<file path="config.mk">
export PLATFORM = sky130hd
export DESIGN_NAME = ifetch_stage
export DESIGN_NICKNAME = d
export VERILOG_FILES = /design/src/rtl/ifetch_stage.sv
export SDC_FILE = /design/constraint.sdc
export NUM_CORES = 1
export LEC_CHECK = 0
export CAP_MARGIN = 20
export CORE_MARGIN = 1.5
export CORE_UTILIZATION = 56
export CTS_BUF_LIST = sky130_fd_sc_hd__clkbuf_4 sky130_fd_sc_hd__clkbuf_8
export DETAILED_ROUTE_END_ITERATION = 8
export PLACE_DENSITY = 0.84
export SKIP_CTS_REPAIR_TIMING = 1
export SYNTH_ARGS = -nofsm -noshare
export SYNTH_HDL_FRONTEND = slang
export SYNTH_SLANG_ARGS = --single-unit
</file>
<file path="constraint.sdc">
create_clock -name clk -period 2.55 [get_ports clk]
set_input_delay 0.3825 -clock clk [delete_from_list [all_inputs] [get_ports clk]]
set_output_delay 0.3825 -clock clk [all_outputs]
set_load 0.03 [all_outputs]
</file>
<file path="src/rtl/ifetch_stage.sv">
// Instruction fetch stage: single-outstanding imem read, small FIFO toward decode,
// flush on taken branch. A slot is reserved at launch so a response always fits.
module ifetch_stage #(
  parameter int DEPTH = 2
) (
  input  logic        clk,
  input  logic        rst,
  input  logic [31:0] pc_in,
  input  logic        br_taken,
  output logic        pc_advance,
  output logic        imem_req,
  output logic [31:0] imem_addr,
  input  logic        imem_ack,
  input  logic [31:0] imem_rdata,
  output logic        if_valid,
  output logic [31:0] if_instr,
  output logic [31:0] if_pc,
  input  logic        id_ready
);

  localparam int PW = (DEPTH > 1) ? $clog2(DEPTH) : 1;
  localparam logic [PW:0] DEPTH_C = (PW+1)'(DEPTH);

  typedef enum logic [1:0] {
    IDLE  = 2'd0,
    BUSY  = 2'd1,
    DRAIN = 2'd2
  } state_t;

  state_t        state_r;
  logic [31:0]   mem_instr_r [DEPTH];
  logic [31:0]   mem_pc_r    [DEPTH];
  logic [PW-1:0] rd_ptr_r;
  logic [PW-1:0] wr_ptr_r;
  logic [PW:0]   count_r;
  logic [PW-1:0] rd_ptr_nxt_s;
  logic [PW:0]   count_nxt_s;
  logic          launch_s;
  logic          push_s;
  logic          pop_s;
  logic          bypass_s;

  // Launch/push/pop decisions and next FIFO read pointer and occupancy
  always_comb begin
    launch_s     = 1'b0;
    push_s       = 1'b0;
    pop_s        = 1'b0;
    rd_ptr_nxt_s = rd_ptr_r;
    count_nxt_s  = count_r;
    launch_s = (state_r == IDLE) && !br_taken && (count_r < DEPTH_C);
    push_s   = (state_r == BUSY) && imem_ack && !br_taken;
    pop_s    = if_valid && id_ready && !br_taken;
    if (br_taken) begin
      rd_ptr_nxt_s = '0;
      count_nxt_s  = '0;
    end else begin
      if (pop_s) begin
        rd_ptr_nxt_s = rd_ptr_r + PW'(1);
      end else begin
        rd_ptr_nxt_s = rd_ptr_r;
      end
      if (push_s && !pop_s) begin
        count_nxt_s = count_r + (PW+1)'(1);
      end else if (pop_s && !push_s) begin
        count_nxt_s = count_r - (PW+1)'(1);
      end else begin
        count_nxt_s = count_r;
      end
    end
    // The incoming response becomes the head directly when it lands on the read slot.
    bypass_s = push_s && (wr_ptr_r == rd_ptr_nxt_s);
  end

  assign pc_advance = launch_s;

  // Request FSM: holds imem_req/imem_addr until the matching ack
  always_ff @(posedge clk or negedge rst) begin
    if (!rst) begin
      state_r   <= IDLE;
      imem_req  <= 1'b0;
      imem_addr <= 32'd0;
    end else begin
      case (state_r)
        IDLE: begin
          if (launch_s) begin
            imem_addr <= pc_in;
            imem_req  <= 1'b1;
            state_r   <= BUSY;
          end else begin
            state_r   <= IDLE;
          end
        end
        BUSY: begin
          if (imem_ack) begin
            imem_req <= 1'b0;
            state_r  <= IDLE;
          end else if (br_taken) begin
            state_r  <= DRAIN;
          end else begin
            state_r  <= BUSY;
          end
        end
        DRAIN: begin
          if (imem_ack) begin
            imem_req <= 1'b0;
            state_r  <= IDLE;
          end else begin
            state_r  <= DRAIN;
          end
        end
        default: begin
          imem_req <= 1'b0;
          state_r  <= IDLE;
        end
      endcase
    end
  end

  // FIFO storage, pointers and registered head outputs
  always_ff @(posedge clk or negedge rst) begin
    if (!rst) begin
      for (int i = 0; i < DEPTH; i++) begin
        mem_instr_r[i] <= 32'd0;
        mem_pc_r[i]    <= 32'd0;
      end
      rd_ptr_r <= '0;
      wr_ptr_r <= '0;
      count_r  <= '0;
      if_valid <= 1'b0;
      if_instr <= 32'd0;
      if_pc    <= 32'd0;
    end else begin
      if (push_s) begin
        mem_instr_r[wr_ptr_r] <= imem_rdata;
        mem_pc_r[wr_ptr_r]    <= imem_addr;
      end else begin
        mem_instr_r[wr_ptr_r] <= mem_instr_r[wr_ptr_r];
      end
      if (br_taken) begin
        wr_ptr_r <= '0;
      end else if (push_s) begin
        wr_ptr_r <= wr_ptr_r + PW'(1);
      end else begin
        wr_ptr_r <= wr_ptr_r;
      end
      rd_ptr_r <= rd_ptr_nxt_s;
      count_r  <= count_nxt_s;
      if_valid <= (count_nxt_s != '0);
      if (bypass_s) begin
        if_instr <= imem_rdata;
        if_pc    <= imem_addr;
      end else begin
        if_instr <= mem_instr_r[rd_ptr_nxt_s];
        if_pc    <= mem_pc_r[rd_ptr_nxt_s];
      end
    end
  end

endmodule

</file>
=== Yosys cells after proc, flatten, opt, wreduce, memory -nomap -nowiden ===
Cells that the tools add are included.

* Flip-flop bits (word level): 232
* Bits in latches: 0
* Memory bits (writable): 0
* Bits in read-only memories: 0
* Input bits: 69
* Output and inout bits: 99
* Word-level logic and storage cells: 79
* Memories kept: 0

* Add/subtract/negate cells: 4
* $mul: 0
* Div/mod/pow operators: 0
* Magnitude comparators: 4
* Equality and inequality tests: 5
* Shift operators: 0
* Mux-type cells: 32
* Bitwise operators: 2
* Reduce and logical (&&, ||, !) cells: 19

{| class="wikitable"
|+ Operators by type and width
! kind !! number
|-
| 32-bit two-way mux || 12
|-
| 64-bit bitwise mux || 3
|-
| 64-bit two-way mux || 1
|-
| 32-bit demux with 1-bit select || 1
|-
| 2-bit two-way mux || 6
|-
| 1-bit logical AND || 10
|-
| 1-bit two-way mux || 7
|-
| 2-bit case mux with 3 select lines || 1
|-
| 2-bit greater-or-equal comparator (second input constant) || 2
|-
| 1-bit NOT with 2-bit output || 2
|-
| 2-bit AND reduction || 2
|-
| 2-bit nonzero test || 2
|-
| 1-bit zero test || 3
|-
| 1-bit adder (second input constant) || 2
|-
| 2-bit by 1-bit adder with 2-bit output (second input constant) || 1
|-
| 2-bit by 1-bit == test with 1-bit output (second input constant) || 1
|-
| 2-bit == test (second input constant) || 1
|-
| 2-bit zero test || 1
|-
| 2-bit by 1-bit < comparator with 1-bit output (second input constant) || 1
|-
| 2-bit < comparator (second input constant) || 1
|-
| 2-bit by 1-bit != test with 1-bit output (second input constant) || 1
|-
| 2-bit != test (second input constant) || 1
|-
| 1-bit case mux with 2 select lines || 1
|-
| 2-bit OR reduction || 1
|-
| 2 further kinds || 2
|}

=== Logic depth before layout (Yosys ltp) ===
* Depth in word-level cells: 9
* Depth in mapped cells: 8
* Gate-level depth less buffers: 6

=== Worst setup path after synthesis ===
No wires, ideal clock.

* Path type: reg2reg
* Start: register state_r[1]
* End: register if_instr[7]
* Setup time: 0.125 ns
* Arrival time: 1.712 ns
* Required time: 2.425 ns
* Slack: 0.714 ns
* Stages on the path, launching flop included: 7
* Path buffers: 0
* Clock period less this slack: 1.836 ns
* Path through: dfrtp_1 > inv_1 > ha_1 > nand2_1 > nor3_4 > mux2_2 > mux2_2

* Cells in the longest elaborated chain, start to end: 5

{| class="wikitable"
|+ Ends and longest elaborated chain
! what !! line !! text
|-
| start: declaration || 30 || <nowiki>state_t state_r;</nowiki>
|-
| start signal: assignment || 79 || <nowiki>state_r <= IDLE;</nowiki>
|-
| start signal: assignment || 88 || <nowiki>state_r <= BUSY;</nowiki>
|-
| start signal: assignment || 90 || <nowiki>state_r <= IDLE;</nowiki>
|-
| 2-bit by 1-bit == test with 1-bit output || 51 || <nowiki>push_s = (state_r == BUSY) && imem_ack && !br_taken;</nowiki>
|-
| 1-bit logical AND (2 in a row) || 51 ||
|-
| 1-bit logical AND || 71 || <nowiki>bypass_s = push_s && (wr_ptr_r == rd_ptr_nxt_s);</nowiki>
|-
| 32-bit two-way mux || 149 || <nowiki>if (bypass_s) begin</nowiki>
|-
| end signal: assignment || 150 || <nowiki>if_instr <= imem_rdata;</nowiki>
|-
| end signal: assignment || 153 || <nowiki>if_instr <= mem_instr_r[rd_ptr_nxt_s];</nowiki>
|-
| end: declaration || 16 || <nowiki>output logic [31:0] if_instr,</nowiki>
|}

Every way passes these cells.
A chain may end at the register's enable or synchronous reset.

=== Worst setup path after layout ===
* Start: register state_r[0]
* End: output port pc_advance

* Cells in the longest elaborated chain, start to end: 3

{| class="wikitable"
|+ Ends and longest elaborated chain
! what !! line !! text
|-
| 2-bit zero test || 50 || <nowiki>launch_s = (state_r == IDLE) && !br_taken && (count_r < DEPTH_C);</nowiki>
|-
| 1-bit logical AND (2 in a row) || 50 ||
|-
| end: declaration || 10 || <nowiki>output logic pc_advance,</nowiki>
|}

Every way passes these cells.

==> run metrics <==
ys flop type=dfrtp_1; initial core utilization=between 50 and 60%; CTS root buf=clkbuf_8; Peak VDD IR=around 0.85 mV; ys async rst share=100.0%; reg2reg end=if_instr[14]; R2R cell count=7; R2R Setup Slk=about 0.6 ns; Die H=roughly 140 um; crit path DAT=~1.9 ns; CP Capture Type=output pin; CP required=2.17 ns; Layout Area Growth over Synthesis=27.57%; multiplexer area fraction after synthesis=about 24%; Critical Setup Path Class=reg2out; Post-Route WL=approximately 24 mm; Clock Power Share=21.4%; Pwr Density=around 1300 nW/um2; largest family of logic cells by synthesized area=multiplexers; all-layer global routing usage=24.81%; CP peak stage delay=around 0.40 ns; post-synthesis sequential area ratio=55.80%; Synth Register Bits=between 200 and 250; GP Congestion=between 0.7 and 0.8; latest clock arrival within the worst-skew pair=0.52 ns; First-pass DRT Iterations=7; CP startpoint kind=flop; syn nets=888; Area after DPL=around 12,000 um2; commonest non-fill, non-tap cell in the layout=dfrtp_1; Max Root-Sink Buffers=3; Vias/cell=~6.0; Worst Max-Slew Pin Slew=about 0.64 ns; CTS H-tree depth=2; total power=17.01 mW; Post-Synth Adder-Cell Area=0.4810%; clock skew=between 0.01 and 0.015 ns; HPWL after DPL=roughly 14 mm; RSZ-0062 raised after global routing=false; commonest non-fill, non-tap cells in the layout=dfrtp_1, mux2_2, clkdlybuf4s50_1; Top Ports=around 170; TritonCTS clock tree=built; origin of the critical flop-to-flop path=state_r[1]; Max-Cap Viols=0; Core Rows=slightly below 50; Post-synth EDFFs=0; Net Sw Power=roughly 5.9 mW; pin count of the biggest net entering global routing=83; leakage power=about 5.7 nW; # DRC=12; vias=between 7,000 and 8,000; die width=around 140 um; Synth Instances=about 800; proportion of layout cells with a drive suffix above 1=32.41%; fin area=~13,000 um2; crit path max fanout=10; Max Slew Vio Count=0; Yosys warnings=0; worst-path cell chain=inv_1, ha_1, nand2b_1, nor2_4, buf_4; largest cells by area after synthesis=dfrtp_1, mux2_2, a32oi_1; Post-Synth Simple-Gate Area=under 10%; Slowest-stage cell, CP=dfrtp_1; first-pass GRT wire length=between 30 and 40 mm; Sink Count=232; post-synthesis average cell area=approximately 13 um2; final setup violation count=0; sw frac=around a third; final setup TNS=0 ns; GRT overflow=0; failing checks=design-rule violations; Clock transition at path regs=about 0.06 ns; vias in the first global route=slightly below 8,000; Die ar.=between 15,000 and 20,000 um2; worst rel slew slack=a little under three fifths; leading area contributor after synthesis=dfrtp_1; Cell Area, Synth=~10,000 um2; Final min period=about 2.3 ns; Netlist cell types=33; share of power burned in registers=just under 40%; cts bufs inserted=40; Compound-Gate Fraction of Synth Area=under 10%; worst hold path class=in2async; wire per inst=~19 um; outcome=complete, but fails checks; fin crit share=roughly nine tenths; top-area cell type share of the netlist area=55.80%; NumNets Final=1,057; remaining antenna violation count=0; Combinational Power Share=40.0%; internal power=11.09 mW; Post-Synth XOR/XNOR Area=less than 1%; I/O Buffers=about 170; initial antenna violation count=1; initial DRC count=roughly 390; Highest Clock Rate=434.8 MHz; Hold Fails Final Rpt=0; Core Area=around 18,000 um2
[how the worst max path moves through the flow]
stage                     slack (ns)     endpoint  startpoint  cells past startpoint
after global placement          0.36  if_instr[1]    br_taken                      7
after global routing            0.12   pc_advance  state_r[1]                      5
after detailed placement        0.33    if_pc[30]    br_taken                      7
after floorplan                 0.71  if_instr[7]  state_r[1]                      6
after CTS                       0.21   pc_advance  state_r[0]                      5
final                           0.25   pc_advance  state_r[0]                      5
[routing by layer]
metal	global-route usage, %	share of wire, %	vias up
met1	32.02	43	3778
met4	9.071	2.7	0
met5	0	0	-
met2	40.51	48	235
li1	-	-	3356
met3	6.607	6.2	54
[cell type report]
cell class / count / area, um2
inverters: 4 / 17.52
multi-input cells: 516 / 4270
clock buffers: 66 / 808.3
fillers: 1183 / 4812
diodes: 1 / 2.502
well taps: 229 / 286.5
flip-flops and latches: 232 / 5807
repair buffers: 190 / 2012
clock inverters: 4 / 70.07
[Yosys cell counts (2+ instances only)]
library cell,number
nand2_1,128
nand2b_1,3
ha_1,4
buf_6,7
mux2_2,223
a211oi_1,2
o22ai_1,63
nor2_1,4
inv_1,3
a21oi_1,4
a32oi_1,63
buf_1,4
buf_2,29
xor2_1,2
a21boi_0,2
and3b_1,3
buf_4,2
dfrtp_1,232
nor3_1,3
clkbuf_1,21
[critical path: cells and delay by family, from the launching register on]
| family | cells | cell delay (ns) |
|---|---|---|
| adder cells (fa/ha/maj) | 1 | 0.17 |
| buffers and inverters | 2 | 0.34 |
| flip-flops | 1 | 0.40 |
| AND/OR/NAND/NOR | 2 | 0.48 |
[sequential cells by signal (all words and copies together) (netlist names)]
| register | count |
|---|---|
| count_r | 2 |
| if_instr | 32 |
| if_pc | 32 |
| if_valid | 1 |
| imem_addr | 32 |
| imem_req | 1 |
| mem_instr_r | 64 |
| mem_pc_r | 64 |
| rd_ptr_r | 1 |
| state_r | 2 |
| wr_ptr_r | 1 |
[stage by stage]
| stage | hold WS, ns | util (%) | setup slack [ns] | cells |
|---|---|---|---|---|
| floorplan | 0.08691 | - | 0.7137 | 815 |
| CTS | -0.1326 | 73.32 | 0.2137 | 1240 |
| global placement | 0.4241 | 68.47 | 0.3640 | 1170 |
| finish | 0.4454 | 73.39 | 0.2502 | 1242 |
| global route | 0.4537 | 73.39 | 0.1177 | 1242 |
| detailed placement | 0.4246 | 68.47 | 0.3322 | 1170 |
[power groups by stage]
stage,Sequential (mW),Combinational [mW],Clock [mW]
after floorplan,7.74,3.08,0
after global placement,6.51,6.59,0
after detailed placement,6.59,6.79,0
after CTS,6.56,6.85,3.70
after global routing,6.79,7.25,3.89
final,6.56,6.80,3.64
[logic make-up after synthesis]
logic type	Yosys count
and+or+nand+nor	148
xor gates and xnor gates	2
AOI/OAI and AO/OA	137
DFF	232
buffers and inverters	67
adders and majority gates	4
muxes	225
Note: power is estimated with default switching activity, not from simulation.
